--- src/rtl/unum_mac_if.sv ---
// Bus bundle for unum_mac: run control, operands, configuration and result.
// Handshake: valid is a one-cycle qualifier on out0 with no backpressure;
// every cycle with valid=1 carries exactly one new result, and out0 holds
// its previous value whenever valid=0. There is no ready signal.
interface unum_mac_if #(
  parameter int DATA_W  = 32,
  parameter int DELAY_W = 32
);
  logic               running;
  logic               run;
  logic [DATA_W-1:0]  in0;
  logic [DATA_W-1:0]  in1;
  logic [DELAY_W-1:0] delay0;
  logic [DELAY_W-1:0] period;
  logic [1:0]         mode;
  logic               sat;
  logic [DATA_W-1:0]  out0;
  logic               valid;
  logic [1:0]         dbg_state;

  modport master (
    output running, run, in0, in1, delay0, period, mode, sat,
    input  out0, valid, dbg_state
  );

  modport slave (
    input  running, run, in0, in1, delay0, period, mode, sat,
    output out0, valid, dbg_state
  );
endinterface

--- src/rtl/unum_mac.sv ---
// Streaming add/sub/accumulate/multiply-accumulate unit with optional signed
// saturation, a start delay, periodic accumulator clear and LAT-cycle latency.
module unum_mac #(
  parameter int DATA_W  = 32,
  parameter int DELAY_W = 32,
  parameter int LAT     = 2
) (
  input logic       clk,
  input logic       rst,
  unum_mac_if.slave bus
);

  typedef enum logic [1:0] {
    S_IDLE   = 2'd0,
    S_DELAY  = 2'd1,
    S_ACTIVE = 2'd2
  } state_t;

  localparam logic [1:0]         MODE_ADD = 2'd0;
  localparam logic [1:0]         MODE_SUB = 2'd1;
  localparam logic [1:0]         MODE_ACC = 2'd2;
  localparam logic [DELAY_W-1:0] ONE_D    = 1;
  localparam logic [DATA_W-1:0]  MAX_POS  = {1'b0, {(DATA_W-1){1'b1}}};
  localparam logic [DATA_W-1:0]  MIN_NEG  = {1'b1, {(DATA_W-1){1'b0}}};

  state_t             r_state, w_state_nxt;
  logic [DELAY_W-1:0] r_cnt, w_cnt_nxt;
  logic [DELAY_W-1:0] r_period;
  logic [DELAY_W-1:0] r_k;
  logic [DELAY_W-1:0] r_phase, w_phase_nxt;
  logic [1:0]         r_mode;
  logic               r_sat;
  logic [DATA_W-1:0]  r_acc;
  logic [DATA_W-1:0]  r_data [LAT];
  logic [LAT-1:0]     r_vld;

  logic               w_start;
  logic               w_consume;
  logic               w_flush;
  logic [DATA_W-1:0]  w_acc_in;
  logic [DATA_W-1:0]  w_prod;
  logic [DATA_W-1:0]  w_lhs, w_rhs;
  logic               w_sub;
  logic [DATA_W:0]    w_lhs_e, w_rhs_e, w_sum_e;
  logic               w_ovf;
  logic [DATA_W-1:0]  w_res;

  // A run pulse only counts while running; it restarts from any state.
  assign w_start   = bus.run & bus.running;
  // The run cycle itself never consumes a sample, even on a restart.
  assign w_consume = (r_state == S_ACTIVE) & bus.running & ~bus.run;
  // Dropping running or restarting discards everything still in the pipe.
  assign w_flush   = ~bus.running | w_start;

  // The low DATA_W bits of a signed product equal those of the unsigned one.
  assign w_prod   = bus.in0 * bus.in1;
  assign w_acc_in = ((r_period != '0) && (r_phase == '0)) ? '0 : r_acc;

  // Next state and delay counter.
  always_comb begin
    w_state_nxt = r_state;
    w_cnt_nxt   = r_cnt;
    if (!bus.running) begin
      w_state_nxt = S_IDLE;
    end else if (bus.run) begin
      if (bus.delay0 == '0) begin
        w_state_nxt = S_ACTIVE;
        w_cnt_nxt   = '0;
      end else begin
        w_state_nxt = S_DELAY;
        w_cnt_nxt   = bus.delay0 - ONE_D;
      end
    end else begin
      case (r_state)
        S_DELAY: begin
          if (r_cnt == '0) w_state_nxt = S_ACTIVE;
          else             w_cnt_nxt   = r_cnt - ONE_D;
        end
        default: ;
      endcase
    end
  end

  // Operand selection and the single shared saturating adder.
  always_comb begin
    w_lhs = bus.in0;
    w_rhs = bus.in1;
    w_sub = 1'b0;
    case (r_mode)
      MODE_ADD: ;
      MODE_SUB: w_sub = 1'b1;
      MODE_ACC: begin
        w_lhs = w_acc_in;
        w_rhs = bus.in0;
      end
      default: begin
        w_lhs = w_acc_in;
        w_rhs = w_prod;
      end
    endcase
    w_lhs_e = {w_lhs[DATA_W-1], w_lhs};
    w_rhs_e = {w_rhs[DATA_W-1], w_rhs};
    w_sum_e = w_sub ? (w_lhs_e - w_rhs_e) : (w_lhs_e + w_rhs_e);
    w_ovf   = w_sum_e[DATA_W] ^ w_sum_e[DATA_W-1];
    w_res   = w_sum_e[DATA_W-1:0];
    if (r_sat && w_ovf) w_res = w_sum_e[DATA_W] ? MIN_NEG : MAX_POS;
  end

  // Phase tracks k mod period; it restarts whenever k wraps to zero.
  always_comb begin
    w_phase_nxt = r_phase + ONE_D;
    if ((&r_k) || (r_phase == r_period - ONE_D)) w_phase_nxt = '0;
  end

  // FSM, configuration latch, sample index and accumulator.
  always_ff @(posedge clk) begin
    if (rst) begin
      r_state  <= S_IDLE;
      r_cnt    <= '0;
      r_period <= '0;
      r_k      <= '0;
      r_phase  <= '0;
      r_mode   <= '0;
      r_sat    <= 1'b0;
      r_acc    <= '0;
    end else begin
      r_state <= w_state_nxt;
      r_cnt   <= w_cnt_nxt;
      if (w_start) begin
        r_mode   <= bus.mode;
        r_sat    <= bus.sat;
        r_period <= bus.period;
        r_acc    <= '0;
        r_k      <= '0;
        r_phase  <= '0;
      end else if (w_consume) begin
        r_k     <= r_k + ONE_D;
        r_phase <= w_phase_nxt;
        if (r_mode[1]) r_acc <= w_res;
      end
    end
  end

  // Result pipeline: stage 0 is the acc update, stage LAT-1 drives out0.
  always_ff @(posedge clk) begin
    if (rst) begin
      r_vld <= '0;
      for (int i = 0; i < LAT; i++) r_data[i] <= '0;
    end else if (w_flush) begin
      r_vld <= '0;
    end else begin
      r_vld[0] <= w_consume;
      if (w_consume) r_data[0] <= w_res;
      for (int i = 1; i < LAT; i++) begin
        r_vld[i] <= r_vld[i-1];
        if (r_vld[i-1]) r_data[i] <= r_data[i-1];
      end
    end
  end

  assign bus.out0      = r_data[LAT-1];
  assign bus.valid     = r_vld[LAT-1];
  assign bus.dbg_state = r_state;

endmodule

--- src/flat_wrapper.sv ---
// flat-port wrapper written by rule: the top's interface ports become plain ports
module unum_mac_flat 
#(
  parameter int DATA_W  = 32,
  parameter int DELAY_W = 32,
  parameter int LAT     = 2
)
  (clk, rst, bus_running, bus_run, bus_in0, bus_in1, bus_delay0, bus_period, bus_mode, bus_sat, bus_out0, bus_valid, bus_dbg_state);
  unum_mac_if #(.DATA_W(DATA_W), .DELAY_W(DELAY_W)) bus_i ();
  input logic clk;
  input logic rst;
  input wire logic [$bits(bus_i.running)-1:0] bus_running;
  input wire logic [$bits(bus_i.run)-1:0] bus_run;
  input wire logic [$bits(bus_i.in0)-1:0] bus_in0;
  input wire logic [$bits(bus_i.in1)-1:0] bus_in1;
  input wire logic [$bits(bus_i.delay0)-1:0] bus_delay0;
  input wire logic [$bits(bus_i.period)-1:0] bus_period;
  input wire logic [$bits(bus_i.mode)-1:0] bus_mode;
  input wire logic [$bits(bus_i.sat)-1:0] bus_sat;
  output wire logic [$bits(bus_i.out0)-1:0] bus_out0;
  output wire logic [$bits(bus_i.valid)-1:0] bus_valid;
  output wire logic [$bits(bus_i.dbg_state)-1:0] bus_dbg_state;
  assign bus_i.running = bus_running;
  assign bus_i.run = bus_run;
  assign bus_i.in0 = bus_in0;
  assign bus_i.in1 = bus_in1;
  assign bus_i.delay0 = bus_delay0;
  assign bus_i.period = bus_period;
  assign bus_i.mode = bus_mode;
  assign bus_i.sat = bus_sat;
  assign bus_out0 = bus_i.out0;
  assign bus_valid = bus_i.valid;
  assign bus_dbg_state = bus_i.dbg_state;
  unum_mac #(.DATA_W(DATA_W), .DELAY_W(DELAY_W), .LAT(LAT)) u_core (.clk(clk), .rst(rst), .bus(bus_i));
endmodule
--- config.mk ---
export PLATFORM = sky130hd
export DESIGN_NAME = unum_mac_flat
export DESIGN_NICKNAME = d
export VERILOG_FILES = /design/src/rtl/unum_mac_if.sv /design/src/rtl/unum_mac.sv /design/src/flat_wrapper.sv
export SDC_FILE = /design/constraint.sdc
export NUM_CORES = 2
export LEC_CHECK = 0
export CELL_PAD_IN_SITES_DETAIL_PLACEMENT = 1
export CELL_PAD_IN_SITES_GLOBAL_PLACEMENT = 2
export CORE_MARGIN = 2
export CORE_UTILIZATION = 35
export CTS_BUF_LIST = sky130_fd_sc_hd__clkbuf_8
export CTS_CLUSTER_SIZE = 16
export DETAILED_ROUTE_END_ITERATION = 10
export PLACE_DENSITY_LB_ADDON = 0.15
export SYNTH_ARGS = -nofsm -noshare
export SYNTH_HDL_FRONTEND = slang
export SYNTH_SLANG_ARGS = --single-unit
--- constraint.sdc ---
create_clock -name clk -period 12.75 [get_ports clk]
set_clock_uncertainty 0.2 [all_clocks]
set_input_delay 2.55 -clock clk [delete_from_list [all_inputs] [get_ports clk]]
set_output_delay 2.55 -clock clk [all_outputs]
set_load 0.1 [all_outputs]
After elaboration in Yosys (flattened, before gate mapping)
Memories as Yosys holds them, arrays and structs flattened.
Cells that the tools add are included.
- register bits: 167
- RAM bits: 64
- bits of input ports: 135
- output and inout port bits: 35
- logic and storage cells: 79
- memories: 1
- memory list (name ; words ; width ; rd ports ; clocked after Yosys merged registers in ; write ports ; RTL line ; text):
    u_core.r_data ; 2 ; 32 ; 2 ; 0 ; 2 ; unum_mac.sv:34 ; logic [DATA_W-1:0] r_data [LAT];
- add/sub/neg operators: 7
- $mul: 1
- equal/unequal tests: 6
- multiplexer cells: 28
- bitwise gates (word level): 9
- reductions and logical operators: 18
- operators by type and width (kind ; number):
    2-to-1 mux 32 bit ; 11
    logical NOT 32 bit ; 3
    subtractor 32 x 1 -> 32 bit (second input constant) ; 3
    adder 32 x 1 -> 32 bit (second input constant) ; 2
    case mux 32 bit (2 select lines) ; 1
    adder 32 x 32 -> 33 bit ; 1
    2-to-1 mux 33 bit ; 1
    subtractor 32 x 32 -> 33 bit ; 1
    equality test 32 bit ; 1
    multiplier 32 x 32 -> 32 bit ; 1
    AND reduction 32 bit ; 1
    nonzero test 32 bit ; 1
    2-to-1 mux 1 bit ; 11
    2-to-1 mux 2 bit ; 4
    OR reduction 2 bit ; 4
    equality test 2 x 1 -> 1 bit (second input constant) ; 2
    equality test 2 bit (second input constant) ; 2
    AND reduction 2 bit ; 2
    nonzero test 2 bit ; 2
    AND 1 bit ; 3
    OR 1 bit ; 3
    AND reduction 3 bit ; 1
    logical AND 1 bit ; 2
    logical NOT 2 bit ; 1
    other kinds (4) ; 5

Logic depth before layout (Yosys ltp)
- depth in word-level cells: 10
- mapped depth: 45
- depth with buffers taken out: 39

Worst setup path after synthesis
No wires, ideal clock.
- path type: input -> register
- start: input bus_in0[15]
- end: memory u_core.r_data[0][17] (data pin)
- setup time: 254 ps
- arrival: 12111 ps
- data required time: 12296 ps
- slack: 185 ps
- cell stages on the path: 40
- buffers on the path: 5
- cells stage by stage: clkbuf_1 clkbuf_1 and2_1 fa_1 inv_1 fa_1 fa_1 fa_1 inv_1 fa_1 inv_1 fa_1 inv_1 fa_1 fa_1 ha_1 a21oi_1 nand2_1 [... 4 more ...] a2111oi_2 and2_1 and3_1 nor2_1 xnor2_1 ha_1 clkbuf_1 nand3_1 nor4_1 o211ai_1 a21oi_1 o22ai_1 xor2_1 and2_1 clkbuf_1 clkbuf_1 o22a_1 nor2_1
- RTL lines (what ; RTL line ; text):
    start, declared ; flat_wrapper.sv:14 ; input wire logic [$bits(bus_i.in0)-1:0] bus_in0;
    end, declared ; unum_mac.sv:34 ;

==> summary.txt <==
STA
  • Setup WS post-layout: a little under 500 ps
  • Post-layout minimum cycle time: ~12000 ps
  • Measured slew at the worst slew-check pin: 1240 ps
  • Max Freq: between 80 and 90 MHz
  • Final setup fails: 0
  • Pins Over Slew Limit: 0
  • Final Hold Vio Count: 0
  • Max_slew headroom: 0.172
  • Period utilisation layout: 0.961
  • RSZ-0062 raised after global routing: no

Logic synthesis
  • Syn avg cell area: between 8 and 9 um2
  • Top FF cell, synth: dfxtp_1
  • Post-Syn Instances: 3608
  • Mapped Area: 30800 um2
  • Sequential share of the synthesized area: 0.171
  • Yosys Warn Count: 0
  • #FFs+latches synth: approximately 230
  • Post-synthesis net count: around 4300
  • Asr flop ratio synth: 0
  • Number of synthesized flops with an enable pin: 64
  • Library cells used by synthesis: between 80 and 90

Status
  • Outcome: finished, final reports clean

Critical path
  • Most frequent cell on the critical path: fa_1
  • Worst r2r dst: u_core.r_data[0][16]
  • Reg2Reg Depth: 25
  • Worst reg2reg path startpoint: u_core.r_period[4]
  • FF-to-FF setup slack: 6130 ps
  • CP peak stage delay: between 700 and 800 ps
  • CP Launch Type: input pin
  • Worst EP arrival: ~12000 ps
  • CP max FO: 30
  • Crit end category: flip-flop
  • Crit Path Class: input pin to flip-flop
  • Worst EP required: between 10000 and 15000 ps
  • CP max stage cell: or4b_2

Placed design
  • IO buf count: ~170
  • HPWL Detailed: roughly 90 mm
  • Setup Slack @ Placement: -300 ps
  • GPL Wtd Cong: approximately 0.87

Min path
  • Worst Hold Path Cells: 2
  • HP Start: u_core.r_period[1]
  • Hold Crit Class: flip-flop to flip-flop
  • Worst hold endpoint: u_core.r_period[1]

Route
  • Final wirelength: 109 mm
  • DR DRC count: 0
  • Drt pass-1 iters: 5
  • First DRT Iteration DRCs: 1170
  • ANT nets after route: 0
  • DR WL/cell: 21.4 um
  • Routed vias: between 20000 and 30000
  • DR vias/cell: ~5.2

Floorplanning
  • Die width: between 300 and 400 um
  • Die height: 301 um
  • Core area: about 87000 um2
  • Starting density of the core: 0.354
  • Row count: ~110
  • Top Ports: 170
  • Die area: 90400 um2

Finish
  • FILL cells: 10284
  • Register area: between 5000 and 6000 um2
  • Area delta synth->final: 19.1%
  • Nets: between 4000 and 5000
  • Fraction of layout cells with a size suffix above 1: 0.106
  • Area of the multi-input gates: approximately 23000 um2

Global route
  • Largest net degree at the start of global routing: 76
  • GRT Residual Overflow: 0
  • First-pass GRT wire length: roughly 170 mm
  • Initial antenna violation count: 6
  • All-layer global routing usage: 0.246
  • Vias in the first global route: about 30000

Clock network
  • Clk sinks: approximately 230
  • Root buf cell: clkbuf_8
  • Clk_lat worst skew: 620 ps
  • H-tree levels: 2
  • # Post-CTS Setup Buffers: 0
  • CTS tree: done
  • Hold buffers post-CTS: 0
  • Clk pin slew, worst setup/hold paths: approximately 60 ps
  • CTS Buffer Depth: 3
  • CTS Buf Count: between 40 and 50

Run
  • Max Cap Viol: 0
==> cell usage after synthesis (12+ instances only) <==
library cell	count	area (um2)
clkbuf_1	182	683
o21a_1	16	120
nor2b_1	12	75.1
a21o_1	45	338
a22o_1	34	298
ha_1	163	2040
nor3_1	70	350
nand3_1	40	200
buf_4	34	255
nand2b_1	15	93.8
dfxtp_1	167	3340
or3_1	26	163
a31oi_1	17	106
a211oi_1	32	240
a21oi_1	135	676
fa_1	409	8190
inv_1	430	1610
nand4_1	25	156
o22ai_1	20	125
xor2_1	108	946
o21ai_0	129	646
a22oi_1	32	240
edfxtp_1	64	1920
nor4_1	35	219
nor2_1	203	762
and3_1	32	200
a211o_1	27	236
nand2_1	461	1730
xnor2_1	155	1360
and2_1	318	1990
==> cell usage in the layout (no fill, tap or decap), types with 11 or more instances in the layout <==
cell type,netlist,final
clkdlybuf4s50_1,0,164
inv_1,430,447
o211ai_1,11,11
and3_1,32,32
a22o_1,34,34
nand2_1,461,461
a211oi_1,32,31
a221o_1,11,11
buf_4,34,281
o21ai_0,129,124
nor2b_1,12,12
xor2_1,108,107
dfxtp_1,167,167
a21oi_1,135,130
mux2i_1,11,11
a21o_1,45,45
nand2b_1,15,14
and2_1,318,317
o22ai_1,20,20
buf_12,0,30
nor4_1,35,35
o32ai_1,11,11
edfxtp_1,64,64
ha_1,163,160
nor2_1,203,201
fa_1,409,408
or3_1,26,26
o21a_1,16,16
nand4_1,25,25
a22oi_1,32,32
a31oi_1,17,15
a211o_1,27,27
nor3_1,70,67
clkbuf_8,0,51
xnor2_1,155,155
nand3_1,40,40
==> worst max path at each step <==
stage	from	to	slack [ps]	cells after the start
floorplan	bus_in0[15]	u_core.r_data[0][17]	180	40
global placement	bus_in1[2]	u_core.r_data[0][19]	-170	35
detailed placement	bus_in1[5]	u_core.r_data[0][4]	-300	41
CTS	bus_in0[13]	u_core.r_data[0][16]	300	41
global route	bus_in1[4]	u_core.r_data[0][16]	1	38
finish	bus_in1[3]	u_core.r_data[0][16]	500	39
==> metal layers <==
metal / vias to the layer above / track usage / wire length (um)
li1: 12319 / - / -
met1: 13746 / 0.344 / 51100
met2: 503 / 0.413 / 51400
met3: 102 / 0.0250 / 4630
met4: 2 / 0.0486 / 1960
met5: - / 0 / 13
==> logic make-up (layout without fill, tap and decap cells) <==
group,Yosys count,count (layout),synth area share
simple gates,1279,1279,0.204
buf+inv,664,992,0.0860
compound gates,586,586,0.127
fa+ha+maj,572,572,0.332
xor+xnor,264,264,0.0756
flops,231,231,0.171
mux,12,12,0.00394
other cells,0,2,0
==> critical path, delay by kind of cell <==
family / cells / cell delay [ps]
XOR/XNOR: 3 / 630
adder cells (fa/ha/maj): 10 / 4480
AND/OR/NAND/NOR: 7 / 1320
AO/OA/AOI/OAI: 10 / 1740
buffers and inverters: 9 / 1590
==> what timing repair did <==
item	in CTS	in global routing
resized for setup	0	28
endpoints found under the hold margin	0	0
setup endpoints to repair	0	63
==> per-stage QoR <==
step | utilization | TNS [ps] | hold slack (ps) | cells | instance area (um2)
after floorplan | - | 0 | 236 | 3608 | 30800
after global placement | 0.410 | -8380 | 259 | 5010 | 35600
after detailed placement | 0.410 | -15580 | 258 | 5010 | 35600
after CTS | 0.420 | 0 | 279 | 5090 | 36500
after global routing | 0.421 | 0 | 291 | 5092 | 36700
final | 0.421 | 0 | 275 | 5093 | 36700
==> flip-flops by register name, indices dropped and copies added, names as in the netlist <==
name,count
u_core.bus.dbg_state,2
u_core.r_acc,32
u_core.r_cnt,32
u_core.r_data,64
u_core.r_k,32
u_core.r_mode,2
u_core.r_period,32
u_core.r_phase,32
u_core.r_sat,1
u_core.r_vld,2
==> layout make-up <==
cell class              instances  share of cell area
repair buffers                482               0.121
multi-input cells            2713               0.628
well taps                    1155              0.0394
inverters                     430              0.0440
flip-flops and latches        231               0.144
clock buffers                  51              0.0191
diodes                          2            0.000137
clock inverters                29             0.00515
Power is not shown: default switching activity piles up to over one toggle a cycle in this logic, so the estimate is an artifact.
